`src/rtl/jam_result_collector.sv`:
```
// jam_result_collector: sequences JAM solver runs and queues run-tagged results in a FIFO.
// Optional JAM_TIMEOUT_EN: a stuck WAIT_RES is abandoned after TIMEOUT cycles with an err=1 entry.
module jam_result_collector #(
    parameter int DEPTH      = 4,
    parameter int RST_CYCLES = 2,
    parameter int TIMEOUT    = 45000
) (
    input  logic        CLK,
    input  logic        RST_N,
    input  logic        start,
    input  logic [7:0]  num_runs,
    input  logic        jam_valid,
    input  logic [9:0]  jam_mincost,
    input  logic [3:0]  jam_matchcount,
    output logic        jam_rst,
    output logic        busy,
    output logic        done,
    output logic        out_valid,
    input  logic        out_ready,
    output logic [22:0] out_data
);
    localparam int AW = $clog2(DEPTH);

    typedef enum logic [2:0] {IDLE, RESET_JAM, WAIT_RES, PUSH, DONE} state_t;

    state_t        state, state_nx;
    logic [7:0]    rcnt, run_id, runs;
    logic [9:0]    cost;
    logic [3:0]    mcnt;
    logic          err;
    logic [22:0]   mem [DEPTH];
    logic [AW-1:0] wp, rp;
    logic [AW:0]   cnt;
    logic          full, wr, rd, hit, tmo, last;

    assign full      = cnt == (AW+1)'(DEPTH);
    assign out_valid = cnt != '0;
    assign rd        = out_valid && out_ready;
    assign wr        = state == PUSH && !full;
    assign hit       = state == WAIT_RES && jam_valid;
    assign last      = run_id == runs - 8'd1;
    assign out_data  = out_valid ? mem[rp] : '0;

`ifdef JAM_TIMEOUT_EN
    logic [15:0] tcnt;

    always_ff @(posedge CLK) begin
        if (!RST_N || state != WAIT_RES)
            tcnt <= '0;
        else
            tcnt <= tcnt + 16'd1;
    end

    assign tmo = state == WAIT_RES && !jam_valid && tcnt == 16'(TIMEOUT - 1);
`else
    assign tmo = 1'b0;
`endif

    always_ff @(posedge CLK) begin
        if (!RST_N)
            state <= IDLE;
        else
            state <= state_nx;
    end

    always_comb begin
        state_nx = state;
        jam_rst  = 1'b1;
        busy     = 1'b0;
        done     = 1'b0;
        case (state)
            IDLE:      if (start) state_nx = num_runs != 8'd0 ? RESET_JAM : DONE;
            RESET_JAM: begin
                busy = 1'b1;
                if (rcnt == 8'(RST_CYCLES - 1)) state_nx = WAIT_RES;
            end
            WAIT_RES:  begin
                jam_rst = 1'b0;
                busy    = 1'b1;
                if (hit || tmo) state_nx = PUSH;
            end
            PUSH:      begin
                jam_rst = 1'b0;
                busy    = 1'b1;
                if (!full) state_nx = last ? DONE : RESET_JAM;
            end
            DONE:      begin
                done     = 1'b1;
                state_nx = IDLE;
            end
            default:   state_nx = IDLE;
        endcase
    end

    always_ff @(posedge CLK) begin
        if (!RST_N) begin
            rcnt   <= '0;
            run_id <= '0;
            runs   <= '0;
            cost   <= '0;
            mcnt   <= '0;
            err    <= 1'b0;
            wp     <= '0;
            rp     <= '0;
            cnt    <= '0;
        end else begin
            rcnt <= state == RESET_JAM ? rcnt + 8'd1 : 8'd0;
            if (state == IDLE && start) begin
                runs   <= num_runs;
                run_id <= '0;
            end
            if (hit || tmo) begin
                cost <= hit ? jam_mincost : 10'd1023;
                mcnt <= hit ? jam_matchcount : 4'd0;
                err  <= !hit;
            end
            if (wr) begin
                wp <= wp + AW'(1);
                if (!last) run_id <= run_id + 8'd1;
            end
            if (rd) rp <= rp + AW'(1);
            cnt <= cnt + (AW+1)'(wr) - (AW+1)'(rd);
        end
    end

    // storage needs no reset: out_data is gated by the occupancy count
    always_ff @(posedge CLK) begin
        if (wr) mem[wp] <= {err, run_id, cost, mcnt};
    end
endmodule

```
`config.mk`:
```
export PLATFORM = sky130hd
export DESIGN_NAME = jam_result_collector
export DESIGN_NICKNAME = d
export VERILOG_FILES = /design/src/rtl/jam_result_collector.sv
export SDC_FILE = /design/constraint.sdc
export NUM_CORES = 1
export LEC_CHECK = 0
export BUFFER_PORTS_ARGS = -buffer_cell sky130_fd_sc_hd__buf_2
export CORE_MARGIN = 2
export CORE_UTILIZATION = 55
export DETAILED_ROUTE_END_ITERATION = 12
export PLACE_DENSITY = 0.79
export SKIP_CTS_REPAIR_TIMING = 1
export SLEW_MARGIN = 20
export SYNTH_ARGS = -nofsm -noshare
export SYNTH_HDL_FRONTEND = slang
export SYNTH_SLANG_ARGS = --single-unit
```
`constraint.sdc`:
```
create_clock -name CLK -period 3.3 [get_ports CLK]
set_input_delay 0.165 -clock CLK [delete_from_list [all_inputs] [get_ports CLK]]
set_output_delay 0.165 -clock CLK [all_outputs]
set_load 0.05 [all_outputs]
```
# After elaboration in Yosys (flattened, before gate mapping)
# Memories as Yosys holds them, arrays and structs flattened. A register that Yosys moved wholly into a read port is not among the register bits.
# Cells that the tools add are included.
[totals] mem_bits_rw=92 input_bits=27 wordCells=60 output_inout_bits=27 regBits=49 n_memories=1
[memory_table] memory="mem" depth=4 word_bits=23 rd=1 rd_ports_with_merged_regs=1 wr=1 line="31" source="logic [22:0] mem [DEPTH];"
[classes] mux=18 eq_ne=11 add_sub_neg=7 reduce_logical=13
[ops] op="$mux W8" count=3
[ops] op="$mux W23" count=1
[ops] op="$mux W3" count=6
[ops] op="$add A8 B1 Y8 const B" count=2
[ops] op="$pmux W3 S4" count=1
[ops] op="$eq A8 B1 Y1 const B" count=1
[ops] op="$eq A8 B8 Y1" count=1
[ops] op="$ne A2 B2 Y1 const B" count=4
[ops] op="$reduce_bool A8 Y1" count=1
[ops] op="$sub A8 B1 Y8 const B" count=1
[ops] op="$eq A3 B2 Y1 const B" count=2
[ops] op="$eq A3 B3 Y1 const B" count=2
[ops] op="$mux W1" count=5
[ops] op="$add A2 B1 Y2 const B" count=2
[ops] op="$logic_and A1 B1 Y1" count=4
[ops] op="$mux W2" count=2
[ops] op="$reduce_and A4 Y1" count=1
[ops] op="$add A3 B1 Y3" count=1
[ops] op="$eq A3 B1 Y1 const B" count=1
[ops] op="$logic_not A3 Y1" count=1
[ops] op="$reduce_bool A3 Y1" count=1
[ops] op="$reduce_or A3 Y1" count=1
[ops] op="$sub A3 B1 Y3" count=1
[ops] op="$logic_not A1 Y1" count=2
[ops] op="2 further kinds" count=2

# Logic depth before layout (Yosys ltp)
# Gate-level depths: netlist of run 1.
[depth] word_depth=5 mapped_depth=14 mapped_depth_nobuf=12

# Worst setup path before layout of run 1
# No wires, ideal clock.
[synth_timing] path_kind="reg-to-reg" from="reg state[2]" to="reg cnt[2]" slack_ps=204 n_path_buf=1 required_time_ps=3185 synth_period_minus_slack_ps=3096 t_arrival_ps=2981 stages_incl_launch_ff=14 setup_ps=115 cell_sequence="dfxtp_1 -> nand2b_1 -> or2_2 -> a21oi_1 -> inv_1 -> buf_4 -> ha_1 -> inv_1 -> ha_1 -> inv_1 -> fa_1 -> xnor2_1 -> xnor2_1 -> and2_1"
[synth_via] elab_chain_len=4
[synth_lines] item="from (decl)" line="26" source="state_t state, state_nx;"
[synth_lines] item="from (signal assigned)" line="63" source="state <= state_nx;"
[synth_lines] item="$eq A3 B2 Y1" line="39" source="assign wr = state == PUSH && !full;"
[synth_lines] item="$logic_and A1 B1 Y1" line="39"
[synth_lines] item="$add A3 B1 Y3" line="122" source="cnt <= cnt + (AW+1)'(wr) - (AW+1)'(rd);"
[synth_lines] item="$sub A3 B1 Y3" line="122"
[synth_lines] item="to (signal assigned)" line="122"
[synth_lines] item="to (decl)" line="33" source="logic [AW:0] cnt;"
# No other way between the ends.
# A chain may end at the register's enable or synchronous reset.

# Final worst setup path of run 1
[layout_timing] from="reg state[0]" to="reg cnt[2]"
# The elaborated chain is that of the path after synthesis.

==> results of run 1 <==
==> cell families (layout without fill, tap and decap cells) <==
family / Yosys count / count (layout) / synth area share [%]
simple gates: 169 / 169 / 14.1
flops: 143 / 143 / 62.1
compound gates: 54 / 54 / 7.54
buf+inv: 31 / 125 / 2.18
mux: 24 / 24 / 8.67
xor+xnor: 21 / 21 / 3.02
fa+ha+maj: 11 / 11 / 2.38
==> cell usage in the layout, fill, tap and decap left out, types with 4 or more instances in the layout <==
| master | count |
|---|---|
| dlygate4sd3_1 | 22 |
| nand3_1 | 14 |
| edfxtp_1 | 92 |
| buf_2 | 53 |
| xor2_1 | 9 |
| nand3b_1 | 7 |
| inv_1 | 9 |
| inv_6 | 4 |
| a21boi_0 | 24 |
| clkinvlp_4 | 5 |
| nor3_1 | 5 |
| nand2b_1 | 5 |
| mux4_2 | 23 |
| buf_4 | 8 |
| ha_1 | 10 |
| xnor2_1 | 12 |
| nand2_1 | 60 |
| clkbuf_16 | 16 |
| and3_1 | 11 |
| nor2_1 | 19 |
| o211ai_1 | 5 |
| dfxtp_1 | 51 |
| nor2b_1 | 5 |
| and2_1 | 30 |
| a211o_1 | 6 |
==> metal layers <==
| metal | wire [um] | share of wire (%) |
|---|---|---|
| met5 | 0 | 0 |
| met4 | 206 | 1.7 |
| met3 | 598 | 5.0 |
| met2 | 6030 | 51 |
| met1 | 5060 | 43 |
==> layout make-up <==
type,count,area share (%)
Clock buffer,18,5.69
Clock inverter,14,2.49
Sequential cell,143,51.5
Tap cell,140,2.39
Multi-Input combinational cell,279,29.7
Inverter,9,0.460
Timing Repair Buffer,84,7.70
==> final timing paths <==
check | start | end | slack (ps) | depth (start not counted)
hold / removal | out_ready | register | 150 | 4
setup / recovery | state[0] | cnt[2] | 430 | 12
setup reg to reg | state[0] | cnt[2] | 430 | 12
hold reg to reg | rcnt[0] | rcnt[0] | 500 | 1
==> stage by stage <==
stage | std cells | instance area [um2] | total power, mW
floorplan | 453 | 6090 | 3.37
global placement | 633 | 6520 | 3.74
detailed placement | 633 | 6520 | 3.77
CTS | 665 | 7120 | 5.70
global route | 687 | 7340 | 5.91
finish | 687 | 7340 | 5.68
==> registers in the layout, indices dropped and copies added (netlist names), named ones only <==
register and flops:
cnt 3, cost 10, err 1, mcnt 4, mem 92, rcnt 8, rp 2, run_id 8
runs 8, state 3, wp 2
==> power by group through the flow <==
stage | logic (mW) | registers (mW) | clock network, mW
CTS | 1.71 | 2.04 | 1.94
finish | 1.72 | 2.04 | 1.92
global route | 1.84 | 2.05 | 2.02
detailed placement | 1.69 | 2.07 | 0
global placement | 1.67 | 2.07 | 0
floorplan | 1.34 | 2.03 | 0
==> critical path, delay by kind of cell (launching register included) <==
family,cells,cell delay (ps)
AO/OA/AOI/OAI,1,320
AND/OR/NAND/NOR,2,480
adder cells (fa/ha/maj),3,800
XOR/XNOR,2,300
buffers and inverters,4,330
flip-flops,1,530
==> results.toml, run 1 <==
[run_status]
outcome = "finished clean"

[global_routing]
grt_max_degree = 50
gr-total-overflow = 0
grtUsageMet3_pct = 5.80
grt_pass1_vias = 3805
gr-usage-met2_pct = 36.5
antenna_found_initial = 0
grt_pass1_wl_um = 18600
met1_usage_pct = 25.5
grt_use_total_pct = 21.3
grt.busiest_layer = "met2"

[yosys]
post_synth.cell_area_avg_um2 = 13.5
synthesis.nets = 491
yosys_warnings = 0
syn_inst = 453
synth_common_cells = "92 x edfxtp_1, 60 x nand2_1, 51 x dfxtp_1, 30 x and2_1, 24 x a21boi_0"
synth_area_um2 = 6090
synth_most_common_cell = "edfxtp_1"
ys_types = 47
synth_area_leaders = "edfxtp_1 45%, dfxtp_1 17%, mux4_2 8.5%"
yosysTopAreaCellShare_pct = 45.3
ys_seq_elements = 143
yosys_most_used_dff = "edfxtp_1"
synth_area_leader_cell = "edfxtp_1"
synth-async-reset-ratio_pct = 0
synth_edf_count = 92
yosysSeqAreaShare_pct = 62.1

[cts]
cts_buffer_depth = 2
numCtsBuffers = 17
root_buffer = "clkbuf_8"
cts.clk_slew.worst_paths_ps = 60
htree_levels = 4
cts_tree = "built"
cts_sinks = 143
insertion_delay_ps = 520

[sta]
drv_slew = 0
skew_ps = 9.00
fin_crit_ps = 2870
hold_viol = 0
max-slew-margin-rel_pct = 47.2
tightest_slew_ps = 793
rsz0062_at_grt = "no"
period_share_pct = 87.1
setup_tns_ps = 0
finalWorstSetupSlack_ps = 425
timing.fmax_mhz = 348
hold_slack_ps = 154
setup_viol = 0

[die]
placementRows = 38
coreArea_um2 = 10800
start_util_pct = 56.2
die-area_um2 = 11900
die_y_um = 109
dieWidth_um = 109
ios = 54

[power_and_ir_drop]
swShare_pct = 34.8
internal-power_mw = 3.70
irDropWorstVdd_v = 0.000661
pwr-share-comb_pct = 30.2
p_sw_mw = 1.97
clockPowerShare_pct = 33.9
power_density_nw_per_um2 = 773
leakagePower_nw = 2.61
p_seq_share_pct = 35.9

[setup_path]
cp.required_ps = 3710
worstSetupPathType = "register to register"
crit_arrival_ps = 3280
max_stage_delay_ps = 530
worstSetupStartpointType = "register"
crit_slowest_cell = "dfxtp_1"
endpoint_kind = "register"
crit_top_cell = "inv_1"
crit_chain = "inv_1, or2_2, a21oi_1, inv_1, ha_1, inv_1, ha_1, inv_1, fa_1, xnor2_1, xnor2_1, and2_1"
worstPathMaxFanout = 11

[cells_and_area]
drive_above_1_share_pct = 23.6
multi_input_area_um2 = 2180
areaGrowthSynthToFinish_pct = 20.5
regArea_um2 = 3780
nNetsFinal = 572
fin_util_pct = 67.7
antenna_cells = 0
num-fill-cells = 753

[min_path]
hold_class = "input port to register"

[drt]
dr.pass1.iters = 5
vias_per_cell = 5.55
drt_iter0_markers = 231
route.detailed.drc = 0
wl_um = 11900
vias = 3814
ant_nets = 0
wl_per_cell_um = 17.3

[placed_design]
dp_hpwl_um = 6760
io_buffers = 53
dp_slack_ps = 485
globalplace.congestion = 0.831

[flow_run]
cap_violations = 0
Power figures use the tool's default switching activity.
==> inputs of run 2 (changes only) <==
--- a/config.mk
+++ b/config.mk
@@ -5,12 +5,12 @@
 export SDC_FILE = /design/constraint.sdc
 export NUM_CORES = 1
 export LEC_CHECK = 0
+export ABC_CLOCK_PERIOD_IN_PS = 3300
 export BUFFER_PORTS_ARGS = -buffer_cell sky130_fd_sc_hd__buf_2
 export CORE_MARGIN = 2
 export CORE_UTILIZATION = 55
 export DETAILED_ROUTE_END_ITERATION = 12
 export PLACE_DENSITY = 0.79
-export SKIP_CTS_REPAIR_TIMING = 1
 export SLEW_MARGIN = 20
 export SYNTH_ARGS = -nofsm -noshare
 export SYNTH_HDL_FRONTEND = slang
==> constraint.sdc (replaced) <==
create_clock -name CLK -period 3.3 [get_ports CLK]
set_input_delay 0.99 -clock CLK [delete_from_list [all_inputs] [get_ports CLK]]
set_output_delay 0.99 -clock CLK [all_outputs]
set_load 0.05 [all_outputs]
==> results.toml, run 2 (synthesis results as in run 1) <==
[run_status]
outcome = "finished clean"

[power_and_ir_drop]
p_seq_share_pct = 35.2
irDropWorstVdd_v = 0.000500
pwr-share-comb_pct = 30.0
p_sw_mw = 1.96
internal-power_mw = 3.77
swShare_pct = 34.3
leakagePower_nw = 2.55
clockPowerShare_pct = 34.8
power_density_nw_per_um2 = 801
total_power_mw = 5.73

[global_routing]
grt_pass1_vias = 3854
gr-total-overflow = 0
grt_max_degree = 33
grt_use_total_pct = 21.4
antenna_found_initial = 0
grt_pass1_wl_um = 19000

[setup_path]
crit_slowest_cell = "mux4_2"
critPathTopFamily = "multiplexers"
crit_arrival_ps = 2040
endpoint_kind = "output port"
cp.required_ps = 2310
worstPathMaxFanout = 23
crit_chain = "buf_12, mux4_2, and2_1, buf_2"
max_stage_delay_ps = 540
path_buf_inv = 2
worstSetupStartpointType = "register"
worstSetupPathType = "register to output port"

[drt]
drt_iter0_markers = 265
vias = 3752
route.detailed.drc = 0
wl_per_cell_um = 17.4
dr.pass1.iters = 4
wl_um = 11600
vias_per_cell = 5.63
ant_nets = 0

[die]
placementRows = 38
die_y_um = 109
coreArea_um2 = 10800
start_util_pct = 56.2
ios = 54
dieWidth_um = 109
die-area_um2 = 11900

[cts]
cts_sinks = 143
htree_levels = 4
postCtsResizedCells = 0
cts_tree = "built"
numCtsBuffers = 17
hold_buffers = 0
cts.clk_slew.worst_paths_ps = 60
post_cts_buffers = 0
insertion_delay_ps = 510
cts_buffer_depth = 2
root_buffer = "clkbuf_8"

[sta]
drv_slew = 0
skew_ps = 12.8
hold_viol = 0
period_share_pct = 91.8
max-slew-margin-rel_pct = 48.3
tightest_slew_ps = 774
fin_crit_ps = 3030
rsz0062_at_grt = "no"
timing.fmax_mhz = 330
setup_viol = 0
setup_tns_ps = 0
hold_slack_ps = 502

[cells_and_area]
nNetsFinal = 552
fin_util_pct = 66.0
stdcell_area_um2 = 7150
largest_register_ffs = 92
final_common_cell = "edfxtp_1"
drive_above_1_share_pct = 24.7
reg_top3 = "mem (92), cost (10)"
layout_common_cells = "92 x edfxtp_1, 60 x nand2_1, 53 x buf_2"
antenna_cells = 0
areaGrowthSynthToFinish_pct = 17.3
num-fill-cells = 765
largest_register = "mem"

[placed_design]
io_buffers = 53
dp_hpwl_um = 7400
globalplace.congestion = 0.844
place_area_um2 = 6530

[min_path]
hold_class = "register to register"

[flow_run]
cap_violations = 0
## run 2: changes by cell type in the layout (fill, tap and decap cells not counted), sizes merged
| cell | before | now |
|---|---|---|
| buf | 62 | 64 |
| inv | 14 | 15 |
| bufinv | 3 | 4 |
| clkinv | 1 | 2 |
| dlygate4sd3 | 22 | 0 |
| clkinvlp | 5 | 2 |
## run 2: layout make-up
class	count	area, um2	share of cell area [%]
Tap cell	140	175	2.45
Multi-Input combinational cell	279	2180	30.5
Inverter	9	33.8	0.473
Timing Repair Buffer	64	360	5.04
Clock inverter	14	201	2.82
Sequential cell	143	3780	52.9
Clock buffer	18	418	5.85
## run 2: tightest hold or removal path, cell delays in order, from the launching register on
cell      delay [ps]
dfxtp_1          330
nand2_1           60
a21boi_0          60
## run 2: metrics by stage
stage          std cells  setup slack, ps
2_1_floorplan        453              204
3_3_place_gp         635              631
3_5_place_dp         635              487
4_1_cts              667              220
5_1_grt              667              179
6_report             667              270
## run 2: per-layer routing
layer | global-route usage, % | wire length, um | vias to the layer above
met4 | 7.23 | 116 | 0
met1 | 26.6 | 4680 | 1829
met2 | 37.4 | 6090 | 131
met3 | 4.18 | 754 | 10
met5 | 0 | 0 | -
li1 | - | - | 1782
## run 2: final timing paths
| check | startpoint | endpoint | slack, ps | cells after the start |
|---|---|---|---|---|
| setup reg to reg | state[0] | cnt[2] | 490 | 12 |
| hold reg to reg | wp[1] | wp[1] | 500 | 2 |
| hold / removal | wp[1] | wp[1] | 500 | 2 |
| setup / recovery | register | out_data[15] | 270 | 4 |
## run 2: power groups by stage
stage               Combinational (mW)  Clock (mW)  Sequential, mW
finish                            1.72        1.99            2.02
global route                      1.83        2.09            2.03
CTS                               1.74        2.02            2.02
detailed placement                1.73           0            2.05
global placement                  1.70           0            2.05
floorplan                         1.34           0            2.03
==> inputs of run 3 (changes only) <==
--- a/config.mk
+++ b/config.mk
@@ -11,6 +11,7 @@
 export CORE_UTILIZATION = 55
 export DETAILED_ROUTE_END_ITERATION = 12
 export PLACE_DENSITY = 0.79
+export RECOVER_POWER = 50
 export SLEW_MARGIN = 20
 export SYNTH_ARGS = -nofsm -noshare
 export SYNTH_HDL_FRONTEND = slang
==> results.toml, run 3 (synthesis results as in run 1) <==
[drt]
dr.pass1.iters = 5
wl_per_cell_um = 17.6
route.detailed.drc = 0
vias = 3767
ant_nets = 0
vias_per_cell = 5.65
drt_iter0_markers = 263
wl_um = 11700

[cells_and_area]
regArea_um2 = 3780
largest_register = "mem"
antenna_cells = 0
drive_above_1_share_pct = 24.3
fin_cells = 667
num-fill-cells = 768
nNetsFinal = 552
areaGrowthSynthToFinish_pct = 17.2
final_common_cell = "edfxtp_1"
layout_common_cells = "92 x edfxtp_1, 60 x nand2_1, 52 x buf_2"
largest_register_ffs = 92
reg_top3 = "mem (92), cost (10)"
multi_input_area_um2 = 2180

[placed_design]
dpl.cell_count = 635
globalplace.congestion = 0.844
dp_slack_ps = 487
dp_hpwl_um = 7400
io_buffers = 53

[cts]
insertion_delay_ps = 510
cts_buffer_depth = 2
root_buffer = "clkbuf_8"
postCtsResizedCells = 0
cts.clk_slew.worst_paths_ps = 60
htree_levels = 4
hold_buffers = 0
cts_sinks = 143
post_cts_buffers = 0
cts_tree = "built"
numCtsBuffers = 17

[global_routing]
grt_pass1_wl_um = 19000
antenna_found_initial = 0
met1_usage_pct = 26.6
grt_use_total_pct = 21.4
grt_max_degree = 33
grtUsageMet3_pct = 4.18
grt.busiest_layer = "met2"
grt_pass1_vias = 3854
gr-total-overflow = 0
gr-usage-met2_pct = 37.4

[sta]
setup_tns_ps = 0
hold_viol = 0
setup_viol = 0
max-slew-margin-rel_pct = 15.6
rsz0062_at_grt = "no"
timing.fmax_mhz = 330
tightest_slew_ps = 1270
fin_crit_ps = 3030
skew_ps = 12.1
drv_slew = 0
finalWorstSetupSlack_ps = 268
hold_slack_ps = 504
period_share_pct = 91.9

[die]
dieWidth_um = 109
die-area_um2 = 11900
die_y_um = 109
coreArea_um2 = 10800
ios = 54
start_util_pct = 56.2
placementRows = 38

[setup_path]
rrSetupSlack_ps = 490
cp.required_ps = 2310
rr_worst_depth = 12
endpoint_kind = "output port"
worstSetupPathType = "register to output port"
worstSetupStartpointType = "register"
worstPathMaxFanout = 23
timing.rr.end = "cnt[2]"
crit_arrival_ps = 2040
rr_startpoint = "state[0]"

[min_path]
whs_path_depth = 2
hold_class = "register to register"
hold_end = "wp[1]"
hp-start = "wp[1]"

[power_and_ir_drop]
swShare_pct = 34.3
pwr-share-comb_pct = 30.0
clockPowerShare_pct = 34.8
irDropWorstVdd_v = 0.000500
p_seq_share_pct = 35.2
leakagePower_nw = 2.54
power_density_nw_per_um2 = 802
internal-power_mw = 3.77
p_sw_mw = 1.96
total_power_mw = 5.73

[run_status]
outcome = "finished clean"

[flow_run]
cap_violations = 0
run 3: power by group through the flow:
stage | clock [mW] | sequential, mW | combinational [mW]
after detailed placement | 0 | 2.05 | 1.73
final | 1.99 | 2.02 | 1.72
after global placement | 0 | 2.05 | 1.70
after CTS | 2.02 | 2.02 | 1.74
after floorplan | 0 | 2.03 | 1.34
after global routing | 2.09 | 2.03 | 1.83
run 3: through the flow:
step / utilization [%] / instance area, um2
after floorplan: - / 6090
after global placement: 60.2 / 6530
after detailed placement: 60.2 / 6530
after CTS: 66.0 / 7150
after global routing: 65.9 / 7140
final: 65.9 / 7140
run 3: critical path: stages, from the launching register on:
cell and delay, ps:
dfxtp_1 360, buf_12 230, mux4_2 540, and2_1 190
buf_2 210
run 3: worst max path at each step:
| stage | start | endpoint | slack (ps) | cells after the start |
|---|---|---|---|---|
| finish | register | out_data[15] | 270 | 4 |
| global route | register | out_data[15] | 180 | 4 |
| CTS | register | out_data[15] | 220 | 4 |
| detailed placement | state[0] | cnt[2] | 490 | 12 |
| global placement | state[0] | cnt[2] | 630 | 12 |
| floorplan | state[2] | cnt[2] | 200 | 13 |
run 3: cell type report:
class | count | share of cell area, %
clock buffers | 18 | 5.85
flip-flops and latches | 143 | 53.0
well taps | 140 | 2.45
inverters | 9 | 0.473
multi-input cells | 279 | 30.5
clock inverters | 14 | 2.82
repair buffers | 64 | 4.97
run 3: per-layer routing:
| layer | wire [um] | up-vias |
|---|---|---|
| li1 | - | 1782 |
| met1 | 4810 | 1845 |
| met2 | 6130 | 128 |
| met3 | 662 | 12 |
| met4 | 135 | 0 |
| met5 | 0 | - |
